===== config.mk =====
export PLATFORM = sky130hd
export DESIGN_NAME = sp_counter
export DESIGN_NICKNAME = d
export VERILOG_FILES = /design/src/rtl/sp_counter.sv
export SDC_FILE = /design/constraint.sdc
export NUM_CORES = 1
export LEC_CHECK = 0
export ABC_AREA = 0
export BUFFER_PORTS_ARGS = -buffer_cell sky130_fd_sc_hd__buf_2
export CAP_MARGIN = 20
export CORE_MARGIN = 1
export CORE_UTILIZATION = 30
export DETAILED_ROUTE_END_ITERATION = 10
export PLACE_DENSITY = 0.63
export SYNTH_ARGS = -nofsm -noshare
export SYNTH_HDL_FRONTEND = slang
export SYNTH_SLANG_ARGS = --single-unit

===== constraint.sdc =====
create_clock -name clk -period 3 [get_ports clk]
set_clock_uncertainty 0.15 [all_clocks]
set_input_delay 0.6 -clock clk [delete_from_list [all_inputs] [get_ports clk]]
set_output_delay 0.6 -clock clk [all_outputs]
set_load 0.01 [all_outputs]

===== src/rtl/sp_counter.sv =====
// Bounded, loadable stack pointer: push decrements and pop increments by STEP within [LIMIT, TOP].
// Define SP_WRAP_EN for circular-stack mode: an out-of-bounds push/pop wraps sp instead of holding it.
module sp_counter #(
  parameter int unsigned      WIDTH = 14,
  parameter logic [WIDTH-1:0] TOP   = '1,
  parameter logic [WIDTH-1:0] LIMIT = '0,
  parameter logic [WIDTH-1:0] STEP  = WIDTH'(1)
) (
  input  logic             clk,
  input  logic             reset,
  input  logic             push,
  input  logic             pop,
  input  logic             load,
  input  logic [WIDTH-1:0] load_val,
  input  logic             clr_err,
  output logic [WIDTH-1:0] sp,
  output logic [WIDTH-1:0] sp_dec,
  output logic             empty,
  output logic             full,
  output logic             overflow,
  output logic             underflow
);

  // One extra bit so LIMIT+STEP and sp+STEP cannot alias through a carry.
  logic [WIDTH:0] lim_bound;
  logic [WIDTH:0] pop_sum;
  logic           pop_ok;

  assign lim_bound = {1'b0, LIMIT} + {1'b0, STEP};
  assign pop_sum   = {1'b0, sp} + {1'b0, STEP};
  assign pop_ok    = pop_sum <= {1'b0, TOP};

  assign full   = {1'b0, sp} < lim_bound;
  assign empty  = sp == TOP;
  assign sp_dec = sp - STEP;

  always_ff @(posedge clk) begin
    if (reset) begin
      sp        <= TOP;
      overflow  <= 1'b0;
      underflow <= 1'b0;
    end else begin
      // Cleared first so that a same-cycle error below re-sets its flag.
      if (clr_err) begin
        overflow  <= 1'b0;
        underflow <= 1'b0;
      end
      if (load) begin
        sp <= load_val;
      end else if (push && !pop) begin
        if (!full) begin
          sp <= sp - STEP;
        end else begin
          overflow <= 1'b1;
`ifdef SP_WRAP_EN
          sp <= TOP;
`else
          sp <= sp;
`endif
        end
      end else if (pop && !push) begin
        if (pop_ok) begin
          sp <= pop_sum[WIDTH-1:0];
        end else begin
          underflow <= 1'b1;
`ifdef SP_WRAP_EN
          sp <= LIMIT;
`else
          sp <= sp;
`endif
        end
      end
    end
  end

endmodule


# ---- After elaboration in Yosys (flattened, before gate mapping)
# Index checks and enable logic that the tools add are counted.
# W data, S select, Z words.
dict set report classes {
  add_sub_neg 2
  n_lt_le_gt_ge 2
  n_eq_ne 2
  muxes 14
  reduce_logical 7
}
# operator n
set ops {}
lappend ops {{$mux W14} 5}
lappend ops {{$add A14 B1 Y15 const B} 1}
lappend ops {{$le A15 B14 Y1 const B} 1}
lappend ops {{$eq A14 B14 Y1 const B} 1}
lappend ops {{$lt A14 B1 Y1 const B} 1}
lappend ops {{$sub A14 B1 Y14 const B} 1}
lappend ops {{$mux W1} 9}
lappend ops {{$reduce_bool A3 Y1} 2}
lappend ops {{$ne A3 B3 Y1 const B} 1}
lappend ops {{$reduce_and A3 Y1} 1}
lappend ops {{$logic_and A1 B1 Y1} 2}
lappend ops {{$logic_not A1 Y1} 2}
dict set report word_totals {
  register_bits 16
  input_bits 20
  out_inout_bits 32
  elab_cells 30
}

# ---- Logic depth before layout (Yosys ltp)
# Gate-level depths: netlist (run 1).
dict set report logic_depth {
  word_depth 6
  ltp_mapped 10
  depth_no_buf 9
}

# ---- Worst setup path before layout (run 1)
# OpenSTA, ideal clock, no wires.
dict set report synth_timing {
  path_kind {register -> output}
  start {register sp[0]}
  end {output port sp_dec[12]}
  arrival_ps 2734
  required_time_ps 2250
  slack_ps -484
  stages_incl_launch_ff 9
  n_path_buf 1
  cell_sequence {dfxtp_1 clkbuf_1 inv_1 ha_1 or3b_4 or4_4 or3_4 or4_4 xnor2_2}
}
dict set report synth_via {
  elab_chain_cells 1
}
# item line
set synth_lines {}
lappend synth_lines {{start, declared} 16} ;# output logic [WIDTH-1:0] sp,
lappend synth_lines {{start signal, assigned} 49} ;# sp <= load_val;
lappend synth_lines {{start signal, assigned} 52} ;# sp <= sp - STEP;
lappend synth_lines {{start signal, assigned} 58} ;# sp <= sp;
lappend synth_lines {{$sub A14 B1 Y14} 35} ;# assign sp_dec = sp - STEP;
lappend synth_lines {{end, declared} 17} ;# output logic [WIDTH-1:0] sp_dec,
# Every way passes these cells.

# ---- Worst setup path after layout (run 1)
# Ends and elaborated chain as after synthesis.

==> key figures, run 1 <==
Outcome
  • Status: finished with violations
  • Failing checks: setup timing

Pwr
  • Worst VDD drop: 0.000152 V
  • P per Cell Area: 360 nW/µm²
  • Leakage: approximately 0.97 nW

Synthesis
  • Yosys reg bits: 16
  • Cells after Synth: between 200 and 250
  • Mean Syn Cell Area: 7.00 µm²
  • Syn_nets: 267
  • Yosys top cell by area: dfxtp_1
  • Most used DFF post-synth: dfxtp_1
  • Synth unique cells: between 50 and 60
  • EDFF count, synth: 0
  • Syn Std Cell Area: 1710 µm²
  • Post-synthesis sequential area ratio: 18.8%
  • Post-synthesis async set-or-reset flop share: 0%
  • Synth warn: 0
  • Most area-consuming cells after synthesis: dfxtp_1 19%, nor3_1 8.8%, a21oi_1 5.6%
  • Synth top area share: 18.8%

Die
  • Die Width: ~77 µm
  • DIE HEIGHT: 77.5 µm
  • Row cnt: 27
  • Total core area: between 5000 and 6000 µm²
  • Initial Util: just over 30%
  • Die area: 6000 µm²
  • # IOs: 52

Place
  • Gp weighted congestion: 0.930
  • Post-detail-place hpwl: between 4 and 5 mm
  • Placed cells: 375
  • Port buffer count: 51
  • DP Area: 2240 µm²
  • Dpl ws: -0.196 ns

STA
  • Tmin final: 3.49 ns
  • Final Cycle Share: 116%
  • Measured slew at the worst slew-check pin: slightly below 0.9 ns
  • # setup viols final: 3
  • Final Hold Violating Endpoints: 0
  • Final worst slack: -0.488 ns
  • Setup TNS: -0.804 ns
  • Max-slew headroom: 40.2%
  • Pins over their slew limit: 0
  • Max Freq: 287 MHz
  • RSZ-0062 raised after global routing: yes

Clock network
  • CTS H-tree lvls: 1
  • CTS tree: built
  • Clock transition at path regs: 0.08 ns
  • Clock latency at the later pin of the worst-skew pair: 0.26 ns
  • Clk buf depth: 2
  • Clock root cell: clkbuf_8
  • Cts hold-fix bufs: 0
  • Clock sink count: 16
  • CTS Buf Count: 3

Cells and area
  • Area grow syn2layout: 39.8%
  • Final #Nets: 334
  • Antenna cells: 0
  • Post-route cell area: 2390 µm²
  • Commonest cells after routing, fill and taps aside: 51 x buf_2, 33 x buf_4, 28 x nor3_1, 17 x a21oi_1
  • Final cell count without fillers: 382
  • Share of cells above drive strength 1: 38.4%
  • Commonest non-fill, non-tap cell in the layout: buf_2

Drt
  • DR pass1 iterations: 6
  • Antenna Nets Post-Route: 0
  • DR vias: approximately 2200
  • DRT Wirelength: 6.08 mm
  • DRT iter0 DRCs: 174
  • Remaining routing DRC violations: 0
  • Routed length per placed instance: 15.9 µm
  • Via density: 5.70

Worst hold path
  • Hold crit path type: flip-flop to flip-flop
  • Worst Hold Path Cells: 2
  • Hold Crit Start: underflow
  • Worst Hold End: underflow

Flow run
  • Maxcap violations: 0

Worst setup path
  • Reg2Reg Depth: 11
  • Crit path DAT: 2.74 ns
  • Worst r2r src: sp[0]
  • R2R setup slack: -0.02 ns
  • CP endpoint kind: output pin
  • Data required, critical path: 2.25 ns
  • R2R Path End: sp[12]
  • WS Path Type: flip-flop to output pin
  • CP max FO: 2
  • CP Launch Type: flip-flop

Global route
  • Initial antenna violation count: 0
  • Largest net degree at the start of global routing: 22
  • Vias in the first global route: 1948
  • First-pass GRT wire length: 9.69 mm
  • Total global-route track usage: 20.5%
  • Remaining global-route overflow: 0
[repair_timing]
| action | CTS | global route |
|---|---|---|
| hold endpoints to repair | 0 | 0 |
| buffers inserted | 0 | 3 |
| endpoints found under the setup margin | 2 | 20 |
| resized for setup | 0 | 18 |
| pin swaps | 0 | 3 |
[cell families after synthesis]
group	Yosys count	synth area share, %
adder cells (fa/ha/maj)	3	2.20
XOR/XNOR	16	8.65
buffers and inverters	37	9.08
multiplexers	1	0.659
AND/OR/NAND/NOR	110	36.6
flip-flops	16	18.8
AO/OA/AOI/OAI	61	24.1
[cells in the mapped netlist, drive strengths merged, types with 8 or more instances]
library cell and number:
inv 11, a21oi 19, xnor2 8, dfxtp 16, nor2 16, clkbuf 17, xor2 8, nor3 30
buf 8, nand3 8, nand2 15
[routing by layer]
metal | GRT usage, % | part of all wire [%] | up-vias
met4 | 8.30 | 1.9 | 0
met5 | 0 | 0 | -
met2 | 31.5 | 47 | 74
li1 | - | - | 1040
met3 | 3.53 | 6.2 | 10
met1 | 28.2 | 45 | 1053
[how the worst max path moves through the flow]
stage                     cells after the start          to   from  slack, ns
after floorplan                               8  sp_dec[12]  sp[0]      -0.28
after global placement                        8  sp_dec[12]  sp[0]      -0.18
after detailed placement                      8  sp_dec[12]  sp[0]      -0.20
after CTS                                     8  sp_dec[12]  sp[0]      -0.49
after global routing                          8  sp_dec[12]  sp[0]      -0.54
final                                         8  sp_dec[12]  sp[0]      -0.49
[worst max-delay path: stages, from the launching register on]
cell	delay [ns]
dfxtp_4	0.37
inv_8	0.05
ha_4	0.12
or3b_4	0.37
or4_4	0.44
or3_4	0.34
or4_4	0.46
xnor2_4	0.17
buf_2	0.15
[metrics by stage]
step                      util (%)  power (mW)  hold WS, ns
final                         43.4       0.860        0.314
after global routing          43.4       0.916        0.346
after CTS                     41.6       0.846        0.317
after detailed placement      40.6       0.636        0.292
after global placement        40.6       0.633        0.295
after floorplan                  -       0.502        0.333
[area by class of cell]
cell class,instances,area [µm²]
timing repair buffer,87,546
multi-input combinational,191,1320
inverter,12,52.6
tap,72,90.1
sequential,16,325
clock buffer,4,55.1
fill,596,3120
[flip-flops by register name, indices dropped and copies added (netlist names)]
signal,flops
sp,14
underflow,1
overflow,1
[power breakdown]
group	total [mW]	internal [mW]	leakage (nW)	switching (mW)
sequential	0.259	0.231	0.132	0.0282
combinational	0.391	0.169	0.807	0.221
clock	0.210	0.117	0.0288	0.0931
Power figures use the tool's default switching activity.
==> run 2: changes to the inputs <==
Settings changed: CORE_UTILIZATION 30 to 47, PLACE_DENSITY 0.63 to 0.87, TNS_END_PERCENT set to 5.
==> key figures, run 2 (synthesized netlist as in run 1, its figures left out) <==
Outcome
  • Status: finished with violations
  • Failing checks: setup timing

Clock network
  • Clk buf depth: 2 (unchanged)
  • Clock root cell: clkbuf_4
  • CTS tree: built
  • Cts hold-fix bufs: 0 (unchanged)
  • CTS H-tree lvls: 1 (unchanged)
  • Clock sink count: 16 (unchanged)
  • CTS Buf Count: 3 (unchanged)
  • Clock latency at the later pin of the worst-skew pair: 0.30 ns (+0.04 ns)
  • Clock transition at path regs: 0.11 ns (+0.03 ns)

STA
  • Measured slew at the worst slew-check pin: 0.823 ns (-0.0702 ns)
  • # setup viols final: 3 (unchanged)
  • Pins over their slew limit: 0 (unchanged)
  • Tmin final: 3.54 ns (+0.0552 ns)
  • Setup TNS: -0.786 ns (+0.0182 ns)
  • RSZ-0062 raised after global routing: yes
  • Final Hold Violating Endpoints: 0 (unchanged)
  • Final worst slack: -0.543 ns (-0.0552 ns)
  • Max Freq: 282 MHz (-1.6%)
  • Max-slew headroom: 44.9% (+4.7 points)
  • Final Cycle Share: 118% (+1.8 points)

Worst setup path
  • CP endpoint kind: output pin
  • R2R setup slack: 0.03 ns (+0.05 ns)
  • WS Path Type: flip-flop to output pin
  • Crit path DAT: 2.79 ns (+0.05 ns)
  • Most used cell, CP: or4_4
  • Worst r2r src: sp[0]
  • Cell Chain, Critical Path: inv_2 -> ha_4 -> or3b_4 -> or4_4 -> or3_4 -> or4_4 -> xnor2_4 -> buf_2
  • CP endpoint: sp_dec[12]
  • CP Launch Type: flip-flop
  • CP max FO: 2 (unchanged)
  • Data required, critical path: 2.25 ns (about the same)
  • CP startpoint: sp[0]
  • Crit-path slowest cell: or4_4
  • Worst path bufs/invs: 2 (unchanged)
  • R2R Path End: sp[12]
  • CP delay by family, top: simple AND/OR/NAND/NOR gates
  • Worst path max stage delay: 0.46 ns (about the same)
  • Reg2Reg Depth: 10 (-1)
  • Critical path depth in cells: 8 (unchanged)

Die
  • Row cnt: 21 (-22%)
  • # IOs: 52 (unchanged)
  • DIE HEIGHT: 62.3 µm (-20%)
  • Initial Util: 50.0% (+19 points)
  • Die Width: 62.3 µm (-20%)
  • Total core area: 3420 µm² (-38%)
  • Die area: 3880 µm² (-35%)

Drt
  • DR pass1 iterations: 5 (-1)
  • Routed length per placed instance: 16.9 µm (+6.4%)
  • DRT iter0 DRCs: 254 (+46%)
  • Remaining routing DRC violations: 0 (unchanged)
  • Via density: 6.45 (+13%)
  • Antenna Nets Post-Route: 0 (unchanged)
  • DRT Wirelength: 5.92 mm (-2.8%)
  • DR vias: 2251 (+3.4%)

Pwr
  • Leakage: 0.917 nW (-5.3%)
  • Worst VDD drop: 0.000238 V (+57%)
  • P per Cell Area: 358 nW/µm² (-0.63%)

Cells and area
  • Commonest cells after routing, fill and taps aside: 51 x buf_2, 28 x buf_4, 27 x nor3_1, 19 x a21oi_1
  • Share of cells above drive strength 1: 36.0% (-2.4 points)
  • Antenna cells: 0 (unchanged)
  • Final core occ: 65.5% (+22 points)
  • Reg with most FFs: sp
  • Area grow syn2layout: 30.9%
  • Final #Nets: 327 (-2.1%)
  • Commonest non-fill, non-tap cell in the layout: buf_2
  • Max reg flops: 14 (unchanged)
  • Biggest regs: sp (14), overflow (1), underflow (1)
  • Final cell count without fillers: 349 (-8.6%)

Global route
  • First-pass GRT wire length: 9.58 mm (-1.2%)
  • Vias in the first global route: 2002 (+2.8%)
  • Total global-route track usage: 30.6% (+10 points)
  • Remaining global-route overflow: 0 (unchanged)
  • Initial antenna violation count: 0 (unchanged)
  • Largest net degree at the start of global routing: 29 (+32%)

Flow run
  • Maxcap violations: 0 (unchanged)

Place
  • Post-detail-place hpwl: 4.17 mm (-7.2%)
  • Placed cells: 345 (-8.0%)
  • Port buffer count: 51 (unchanged)
  • Gp weighted congestion: 0.934 (+0.40%)

Worst hold path
  • Hold crit path type: flip-flop to flip-flop
## run 2: cell types whose count changed in the layout (fill, tap and decap cells not counted), moves of 2 or more
| cell | before | now |
|---|---|---|
| a21oi_1 | 17 | 19 |
| a21oi_2 | 2 | 0 |
| buf_4 | 33 | 28 |
| clkbuf_4 | 0 | 3 |
| clkbuf_8 | 4 | 1 |
| dfxtp_2 | 1 | 3 |
## run 2: worst min path at each step
stage / from / to / slack, ns / depth (start not counted)
after floorplan: underflow / underflow / 0.33 / 2
after global placement: underflow / underflow / 0.30 / 2
after detailed placement: underflow / underflow / 0.29 / 2
after CTS: underflow / underflow / 0.33 / 2
after global routing: underflow / underflow / 0.37 / 2
final: underflow / underflow / 0.33 / 2
## run 2: cell type report
class | instances | area [µm²]
multi-input cells | 191 | 1300
fillers | 302 | 1180
repair buffers | 80 | 477
flip-flops and latches | 16 | 324
well taps | 46 | 57.6
inverters | 12 | 45.0
clock buffers | 4 | 36.3
## run 2: layer usage
layer / share of wire (%) / track usage [%]
met1: 40 / 41.2
met2: 45 / 48.5
met3: 13 / 5.33
met4: 2.2 / 11.3
met5: 0 / 0
## run 2: through the flow
stage                     cell area, µm²  power, mW  hold slack, ns  setup slack [ns]
final                               2240      0.801           0.326            -0.543
after global routing                2240      0.841           0.374            -0.607
after CTS                           2200      0.779           0.329            -0.528
after detailed placement            2140      0.624           0.288            -0.221
after global placement              2140      0.617           0.296            -0.180
after floorplan                     1730      0.495           0.333            -0.365
## run 2: worst min-delay path, cell delays in order (launching register included)
cell	delay, ns
dfxtp_1	0.34
nand2_1	0.04
o21ai_0	0.06
## run 2: timing repair
action                                  in CTS  in global routing
endpoints found under the setup margin       4                 15
buffers inserted                             0                  0
pin swaps                                    0                  3
gates resized for setup                      3                 12
## run 2: report_power, final
part	internal [mW]	total [mW]	switching, mW
Clock	0.0741	0.154	0.0803
Combinational	0.160	0.385	0.225
Sequential	0.232	0.261	0.0295
Total	0.465	0.801	0.335
